===== src/rtl/hc_multi.sv =====
// N-channel hysteresis winner tracker: stage 1 registers the sample, stage 2 picks
// the arg-max channel and switches the winner only past a threshold margin and dwell lockout.
module hc_multi_lane #(
    parameter int N     = 4,
    parameter int WIDTH = 8,
    parameter int IDX   = 0
) (
    input  logic [N-1:0][WIDTH-1:0] vals_i,
    output logic                    is_max_o
);
    // Lane wins when it strictly beats every lower lane and is not beaten by any higher one,
    // so exactly one lane is flagged and ties resolve to the lowest index.
    always_comb begin
        is_max_o = 1'b1;
        for (int j = 0; j < N; j++) begin
            if (j < IDX && !(vals_i[IDX] > vals_i[j])) is_max_o = 1'b0;
            if (j > IDX && (vals_i[j] > vals_i[IDX]))  is_max_o = 1'b0;
        end
    end
endmodule

module hc_multi #(
    parameter int N       = 4,
    parameter int WIDTH   = 8,
    parameter int DWELL   = 0,
    parameter int RST_IDX = 1,
    localparam int IDXW   = (N > 1) ? $clog2(N) : 1
) (
    input  logic               clk,
    input  logic               rst,
    input  logic               in_valid,
    input  logic [N*WIDTH-1:0] ts,
    input  logic [WIDTH-1:0]   th,
    output logic [IDXW-1:0]    win_idx,
    output logic [N-1:0]       win_onehot,
    output logic               sw_pulse,
    output logic               out_valid
);
    localparam int HW = (DWELL > 0) ? $clog2(DWELL + 1) : 1;

    logic                    s1_v_q;
    logic [N-1:0][WIDTH-1:0] ts_q;
    logic [WIDTH-1:0]        th_q;

    logic [IDXW-1:0] win_idx_q, win_idx_d;
    logic [N-1:0]    win_oh_q, win_oh_d;
    logic            sw_q, sw_d;
    logic            ov_q;
    logic [HW-1:0]   hold_q, hold_d;

    logic [N-1:0]     cand_oh;
    logic [IDXW-1:0]  cand;
    logic [WIDTH-1:0] cand_val, cur_val;
    logic             do_sw;

    // Stage 1: sample capture; data needs no reset since s1_v_q gates its use
    always_ff @(posedge clk) begin
        if (!rst) s1_v_q <= 1'b0;
        else      s1_v_q <= in_valid;
    end

    always_ff @(posedge clk) begin
        if (in_valid) begin
            ts_q <= ts;
            th_q <= th;
        end
    end

    for (genvar g = 0; g < N; g++) begin : g_lane
        hc_multi_lane #(.N(N), .WIDTH(WIDTH), .IDX(g)) u_lane (
            .vals_i   (ts_q),
            .is_max_o (cand_oh[g])
        );
    end

    always_comb begin
        cand     = '0;
        cand_val = '0;
        cur_val  = '0;
        for (int i = 0; i < N; i++) begin
            if (cand_oh[i]) begin
                cand     = cand | IDXW'(i);
                cand_val = cand_val | ts_q[i];
            end
            if (win_idx_q == IDXW'(i)) cur_val = ts_q[i];
        end
    end

    // Margin compare is done one bit wider so cur + th can never wrap
    assign do_sw = s1_v_q && (cand != win_idx_q) && (hold_q == '0) &&
                   ({1'b0, cand_val} > ({1'b0, cur_val} + {1'b0, th_q}));

    always_comb begin
        win_idx_d = win_idx_q;
        win_oh_d  = win_oh_q;
        sw_d      = 1'b0;
        hold_d    = hold_q;
        if (do_sw) begin
            win_idx_d = cand;
            win_oh_d  = N'(1) << cand;
            sw_d      = 1'b1;
            hold_d    = HW'(DWELL);
        end else if (hold_q != '0) begin
            hold_d = hold_q - HW'(1);
        end
    end

    // Stage 2: decision registers
    always_ff @(posedge clk) begin
        if (!rst) begin
            win_idx_q <= IDXW'(RST_IDX);
            win_oh_q  <= N'(1) << RST_IDX;
            sw_q      <= 1'b0;
            ov_q      <= 1'b0;
            hold_q    <= '0;
        end else begin
            win_idx_q <= win_idx_d;
            win_oh_q  <= win_oh_d;
            sw_q      <= sw_d;
            ov_q      <= s1_v_q;
            hold_q    <= hold_d;
        end
    end

    assign win_idx    = win_idx_q;
    assign win_onehot = win_oh_q;
    assign sw_pulse   = sw_q;
    assign out_valid  = ov_q;
endmodule


===== config.mk =====
export PLATFORM = sky130hd
export DESIGN_NAME = hc_multi
export DESIGN_NICKNAME = d
export VERILOG_FILES = /design/src/rtl/hc_multi.sv
export SDC_FILE = /design/constraint.sdc
export NUM_CORES = 1
export LEC_CHECK = 0
export ABC_CLOCK_PERIOD_IN_PS = 8200
export BUFFER_PORTS_ARGS = -buffer_cell sky130_fd_sc_hd__buf_2
export CORE_ASPECT_RATIO = 1.5
export CORE_UTILIZATION = 25
export CTS_CLUSTER_DIAMETER = 120
export CTS_CLUSTER_SIZE = 14
export DETAILED_ROUTE_END_ITERATION = 8
export SETUP_SLACK_MARGIN = 0.02
export SKIP_CTS_REPAIR_TIMING = 1
export SLEW_MARGIN = 10
export SYNTH_ARGS = -nofsm -noshare
export SYNTH_HDL_FRONTEND = slang
export SYNTH_HIERARCHICAL = 1
export SYNTH_SLANG_ARGS = --single-unit

===== constraint.sdc =====
create_clock -name clk -period 8.2 [get_ports clk]
set_input_delay 1.64 -clock clk [delete_from_list [all_inputs] [get_ports clk]]
set_output_delay 1.64 -clock clk [all_outputs]
set_load 0.02 [all_outputs]

==> results of run 1 <==
-- cell families (layout without fill, tap and decap cells) --
kind of cell / Yosys count / count (layout) / synth area share
AOI/OAI and AO/OA: 118 / 118 / 0.1681
xor gates and xnor gates: 7 / 7 / 0.01271
adders and majority gates: 115 / 115 / 0.2999
buffers and inverters: 87 / 140 / 0.06876
DFF: 50 / 50 / 0.2906
muxes: 10 / 10 / 0.04151
other: 1 / 1 / 0.0007777
and+or+nand+nor: 105 / 105 / 0.1175
-- critical path: cells and delay by family (launching register included) --
| kind | cells | cell delay [ns] |
|---|---|---|
| AND/OR/NAND/NOR | 2 | 0.34 |
| AO/OA/AOI/OAI | 6 | 1.47 |
| multiplexers | 1 | 0.65 |
| adder cells (fa/ha/maj) | 2 | 0.58 |
| flip-flops | 1 | 0.87 |
| XOR/XNOR | 1 | 0.20 |
-- synthesized netlist by cell type (all sizes together) (2+ instances only) --
master	n
ha	114
inv	80
a21oi	40
edfxtp	40
nand2	31
nand4	21
a22oi	14
nor2	13
o21ai	12
nand3	11
o211ai	11
a211oi	10
dfxtp	10
nor2b	10
mux4	8
a21o	7
clkbuf	5
xor2	5
nor3	4
a221oi	3
and2	3
and3	3
o211a	3
o31ai	3
a221o	2
a31oi	2
buf	2
mux2i	2
nor3b	2
nor4	2
xnor2	2
-- metal layers --
layer,part of all wire,track usage,wire length (um),vias to the layer above
li1,-,-,-,1943
met3,0.034,0.01858,452,50
met4,0.071,0.1039,942,0
met2,0.52,0.2635,6990,105
met5,0,0,0,-
met1,0.37,0.1466,4971,1863
-- flip-flops by register name, summed over array words and instances, names as in the netlist --
name / flops
hold_q: 1
out_valid: 1
s1_v_q: 1
sw_pulse: 1
th_q: 8
ts_q: 32
win_idx: 2
win_onehot: 4
-- final timing paths --
check / slack [ns] / depth (start not counted) / end / start
max: 3.96 / 12 / win_onehot[2]$_SDFFE_PN0P_ / win_idx[0]$_SDFFE_PN1P_
min: 0.45 / 1 / out_valid$_SDFF_PN0_ / s1_v_q$_SDFF_PN0_
max reg2reg: 3.96 / 12 / win_onehot[2]$_SDFFE_PN0P_ / win_idx[0]$_SDFFE_PN1P_
min reg2reg: 0.45 / 1 / out_valid$_SDFF_PN0_ / s1_v_q$_SDFF_PN0_
-- stage by stage --
step,worst slack [ns],hold WS [ns],util,total power (uW),instances
after global placement,3.921,0.4376,0.2876,680.7,790
after global routing,3.587,0.4654,0.2954,963.4,798
final,3.958,0.4462,0.2954,895.2,798
after detailed placement,3.936,0.4376,0.2876,685.4,790
after CTS,3.907,0.4528,0.2954,903.6,798
after floorplan,4.514,0.4211,-,576.5,493
-- power groups by stage --
stage                     Sequential, uW  Combinational [uW]  Clock, uW
final                                337                 343        215
after global routing                 340                 394        230
after CTS                            337                 345        222
after detailed placement             342                 343          0
after global placement               342                 339          0
after floorplan                      322                 254          0
-- cell type report --
cell class,count,area (um^2),share of cell area
clock buffers,8,146.4,0.02650
inverters,80,300.3,0.05436
multi-input cells,356,3095,0.5604
flip-flops and latches,50,1401,0.2537
well taps,252,315.3,0.05708
repair buffers,52,265.3,0.04802
==> results.md, run 1 <==
* Layout Nets at 703
* Initial antenna violation count at 0
* DIE AREA at 0.01986 mm^2
* Core area at 0.01870 mm^2
* Top cell type by total area after synthesis: ha_1
* Clock Latency Late Sink at 0.30 ns
* Cell area after synthesis at 0.004822 mm^2
* Fmax achieved at 0.2357 GHz
* Ports at 51
* DR iter-0 viols at 167
* Post-Route WL at 13360 um
* Worst setup EP type: flip-flop
* P_leak at 0.002632 uW
* First-pass GRT wire length at 21140 um
* Maximum vdd drop at 0.00007975 V
* RSZ-0062 raised after global routing: false
* Final setup TNS at 0 ns
* Largest net degree at the start of global routing at 42
* Vias in the first global route at 4111
* Rows at 61
* Crit path kind: reg2reg
* Net switching power at 325.8 uW
* Worst EP arrival at 4.43 ns
* Yosys Warn Count at 6
* Dominant synthesized flop cell: edfxtp_1
* Vias at 3961
* Post-synth ARST share at 0
* Starting Density at 0.2579
* Chip width at 115.4 um
* CTS clock-pin slew for the worst setup and hold paths at 0.06 ns
* Status: finished, final reports clean
* H-tree Lvls at 2
* Final number of max-transition violations at 0
* Total CTS buffers at 5
* Mean routed wirelength per cell at 16.74 um
* Tot GR Track Use at 0.1431
* Sw Share at 0.3639
* Slew headroom at 0.3678
* CTS root buffer: clkbuf_16
* RD Place Congestion at 0.8770
* Die height at 172.1 um
* CP max FO at 13
* Worst Hold Class: reg2reg
* EDFF count, synth at 40
* IO buf count at 50
* Register area share after synthesis at 0.2906
* Share of layout cells above drive strength 1 at 0.1447
* Final period util at 0.5173
* CP most frequent cell: ha_1
* Slowest stage delay, CP at 0.87 ns
* Post-Syn Instances at 493
* Max clock buf depth at 2
* Most common cell after layout, fill and taps aside: ha_1
* Netlist cell types at 59
* Crit path required time at 8.39 ns
* Setup Skew at 0.009372 ns
* Highest-delay cell along the critical path: dfxtp_1
* Flop pwr share at 0.376
* Crit-path cells: mux4_2 -> ha_1 -> a21o_1 -> a21oi_1 -> o21ai_1 -> o41ai_1 -> xor2_1 -> ha_1 -> and3_1 -> a221oi_1 -> nor3_2 -> a31o_1
* HPWL after DPL at 10450 um
* Worst setup SP type: flip-flop
* Post-route ant nets at 0
* Drt first pass iters at 5
* Area Overhead vs Synth at 14.56%
* Grt total ovfl at 0
* Syn Area/Cell at 9.781 um^2
* Area contributors post-synth: ha_1 30%, edfxtp_1 25%, inv_1 6.2%
* Clock network fraction of total power at 0.240
* FF+latch count, synth at 50
* Most frequent cells in the layout: 114 x ha_1, 80 x inv_1, 50 x buf_2
* P_int at 569.4 uW
* Filler Cell Count at 1978
* CTS Sinks at 50
* Worst Tran Pin Value at 0.9484 ns
* Minimum clock period at 4.242 ns
* PD cells at 162.0 mW/mm^2
* Yosys top cell area share at 0.2958
* Logic pwr share at 0.384
* Synth Net Count at 651
* Area after DPL at 0.005378 mm^2
* Max Cap Viol at 0
* CTS tree: built
* # setup viols final at 0
* Fin. Hold Viols at 0
* Final routed DRC violation total at 0
* Routed vias/inst at 4.964
* Fin area at 0.005524 mm^2
* Diode count at 0
(Power assumes the default switching activity.)
==> inputs of run 2 (changes only) <==
ABC_AREA = 1   (was default)
ABC_CLOCK_PERIOD_IN_PS = 4300   (was 8200)
clock period = 4.3 ns   (was 8.2 ns; I/O delays follow)
==> run 2 against run 1 <==
Register-to-register slack worse by 3.5 ns. Sequential share of layout area decreased by 1.4 points. Power increased by 99%. Combinational power is 100% higher. Clock skew shrank 0.0020 ns. Count of clock-buffer cells in the layout shrank 2. Critical path type unchanged. Largest power group unchanged.
==> results.md, run 2 <==
* Status: finished, final reports clean
* Clock Latency Late Sink at 0.30 ns
* Vias at 4324
* Largest net degree at the start of global routing at 42
* Highest-delay cell along the critical path: dfxtp_1
* Routed vias/inst at 4.417
* Chip width at 118.9 um
* Maximum vdd drop at 0.0003100 V
* Drt first pass iters at 4
* Fmax achieved at 0.2631 GHz
* Diode count at 0
* Worst Reg-to-Reg Cells at 20
* Mux contribution to synthesized area at 0
* CTS clock-pin slew for the worst setup and hold paths at 0.07 ns
* Crit-path cells: nor2_1 -> inv_1 -> o221ai_1 -> o21ai_0 -> o21ai_0 -> ha_1 -> nand3_1 -> nand2_1 -> a21oi_1 -> o21ai_0 -> xor2_1 -> ha_1 -> nand2_1 -> inv_1 -> nand4_1 -> nand3_2 -> nor2_8 -> nand2_2 -> nand2_1 -> nand3_1
* Fin. Hold Viols at 0
* First-pass GRT wire length at 21340 um
* Post-synth ARST share at 0
* RSZ-0062 raised after global routing: false
* Vias in the first global route at 4392
* Tot GR Track Use at 0.1322
* HPWL after DPL at 10830 um
* CTS root buffer: clkbuf_16
* Worst Tran Pin Value at 0.9326 ns
* Number of buffer and inverter stages on the critical path at 2
* CP max FO at 16
* Yosys top cell area share at 0.2782
* Layout Cells excl Fill at 979
* RD Place Congestion at 0.8417
* Layout Nets at 876
* Worst Hold Class: reg2reg
* CTS Sinks at 50
* FF/Latch Area at 0.001401 mm^2
* Post-route ant nets at 0
* PD cells at 303.4 mW/mm^2
* Yosys Warn Count at 6
* FF+latch count, synth at 50
* Ports at 51
* Footprint of the multi-input gates at 0.003139 mm^2
* Share of layout cells above drive strength 1 at 0.1266
* Most frequent cells in the layout: 148 x inv_1, 139 x nand2_1, 114 x ha_1
* Cell area after synthesis at 0.005127 mm^2
* Worst setup SP type: flip-flop
* Fin area at 0.005857 mm^2
* XOR/XNOR share of the synthesized area at 0.01196
* Worst setup path startpoint: win_idx[0]$_SDFFE_PN1P_
* Total CTS buffers at 5
* Netlist cell types at 36
* Final routed DRC violation total at 0
* Post-Route WL at 13280 um
* Compound-Gate Fraction of Synth Area at 0.1249
* Crit path required time at 4.48 ns
* Largest family of logic cells by synthesized area: adder cells
* P_leak at 0.003140 uW
* IO buf count at 50
* Final setup TNS at 0 ns
* Register area share after synthesis at 0.2733
* Worst setup EP type: flip-flop
* Most common cell after layout, fill and taps aside: inv_1
* CP top delay family: simple AND/OR/NAND/NOR gates
* Slowest stage delay, CP at 0.70 ns
* Setup Skew at 0.007327 ns
* R2R setup slack at 0.50 ns
* Leading cell type by number of instances after synthesis: inv_1
* Syn Area/Cell at 7.734 um^2
* Dominant synthesized flop cell: edfxtp_1
* Area after DPL at 0.005690 mm^2
* Crit path kind: reg2reg
* Most flops, register: ts_q
* Max clock buf depth at 2
* Grt total ovfl at 0
* Starting Density at 0.2571
* Core area at 0.01994 mm^2
* Placed cell count at 971
* Top cell type by total area after synthesis: ha_1
* Filler Cell Count at 2143
* Post-Syn Instances at 663
* Worst EP arrival at 3.98 ns
* Fraction of the mapped netlist area in adder cells at 0.2821
* Minimum clock period at 3.800 ns
* Synth cell count leaders: 148 x inv_1, 139 x nand2_1, 114 x ha_1
* Initial antenna violation count at 0
* Slew headroom at 0.3783
* Synth Area in Simple Gates at 0.1925
* EDFF count, synth at 40
* Final number of max-transition violations at 0
* # setup viols final at 0
* DIE AREA at 0.02110 mm^2
* DR iter-0 viols at 136
* Rows at 63
* Final period util at 0.8838
* Levels on crit path at 20
* Max Cap Viol at 0
* Reg2reg end: win_onehot[1]$_SDFFE_PN1P_
* CTS tree: built
* Max reg flops at 32
* Reg-to-reg startpoint: win_idx[0]$_SDFFE_PN1P_
* Synth Net Count at 821
* Mean routed wirelength per cell at 13.56 um
* CP endpoint: win_onehot[1]$_SDFFE_PN1P_
* Area Overhead vs Synth at 14.23%
* Area contributors post-synth: ha_1 28%, edfxtp_1 23%, inv_1 11%
* H-tree Lvls at 2
* Die height at 177.4 um
==> run 2: cell types whose count changed after synthesis, sizes merged, moves of 7 or more <==
| cell | previous run | this run |
|---|---|---|
| nor2b | 10 | 0 |
| nor2 | 13 | 53 |
| inv | 80 | 151 |
| a211oi | 10 | 0 |
| mux4 | 8 | 0 |
| nand2 | 31 | 147 |
| o211ai | 11 | 1 |
| a21oi | 40 | 52 |
| nand3 | 11 | 18 |
| a22oi | 14 | 0 |
| o21ai | 12 | 26 |
| nand4 | 21 | 7 |
==> run 2: worst reg2reg max path, delay by kind of cell (launching register included) <==
family                     cells  cell delay (ns)
and+or+nand+nor               10             1.07
DFF                            1             0.70
AOI/OAI and AO/OA              5             0.70
adders and majority gates      2             0.65
buffers and inverters          2             0.33
xor gates and xnor gates       1             0.23
==> run 2: cell type report <==
type / instances / share of cell area
clock buffers: 6 / 0.02200
clock inverters: 2 / 0.006409
inverters: 151 / 0.09677
multi-input cells: 459 / 0.5360
flip-flops and latches: 50 / 0.2393
well taps: 260 / 0.05554
repair buffers: 51 / 0.04401
==> run 2: through the flow <==
stage	total power, uW	utilization	setup slack [ns]	hold WS (ns)
floorplan	1137	-	1.049	0.4071
global placement	1330	0.2853	0.5039	0.4344
detailed placement	1339	0.2853	0.5356	0.4366
CTS	1800	0.2937	0.5238	0.4412
global route	1926	0.2937	0.1987	0.4879
finish	1777	0.2937	0.4997	0.4345
==> run 2: kinds of logic after synthesis <==
logic type	count (synthesis)
AND/OR/NAND/NOR	226
buffers and inverters	154
adder cells (fa/ha/maj)	115
AO/OA/AOI/OAI	110
flip-flops	50
XOR/XNOR	7
other	1
==> run 2: how the worst min path moves through the flow <==
| stage | from | end | slack, ns | depth (start not counted) |
|---|---|---|---|---|
| 2_1_floorplan | s1_v_q$_SDFF_PN0_ | out_valid$_SDFF_PN0_ | 0.41 | 2 |
| 6_report | s1_v_q$_SDFF_PN0_ | out_valid$_SDFF_PN0_ | 0.43 | 2 |
| 3_5_place_dp | s1_v_q$_SDFF_PN0_ | out_valid$_SDFF_PN0_ | 0.44 | 2 |
| 4_1_cts | s1_v_q$_SDFF_PN0_ | out_valid$_SDFF_PN0_ | 0.44 | 2 |
| 5_1_grt | win_onehot[2]$_SDFFE_PN0P_ | win_onehot[2]$_SDFFE_PN0P_ | 0.49 | 2 |
| 3_3_place_gp | s1_v_q$_SDFF_PN0_ | out_valid$_SDFF_PN0_ | 0.43 | 2 |
==> run 2: layer usage <==
| layer | vias up | track usage | wire, um |
|---|---|---|---|
| li1 | 2277 | - | - |
| met1 | 1965 | 0.1261 | 4819 |
| met2 | 56 | 0.2734 | 7671 |
| met3 | 26 | 0.009961 | 204 |
| met4 | 0 | 0.07226 | 581 |
| met5 | - | 0 | 0 |
==> run 2: report_power, final <==
| group | total, uW | switching (uW) | internal, uW |
|---|---|---|---|
| Combinational | 691 | 413 | 278 |
| Sequential | 634 | 71.8 | 563 |
| Clock | 452 | 177 | 275 |
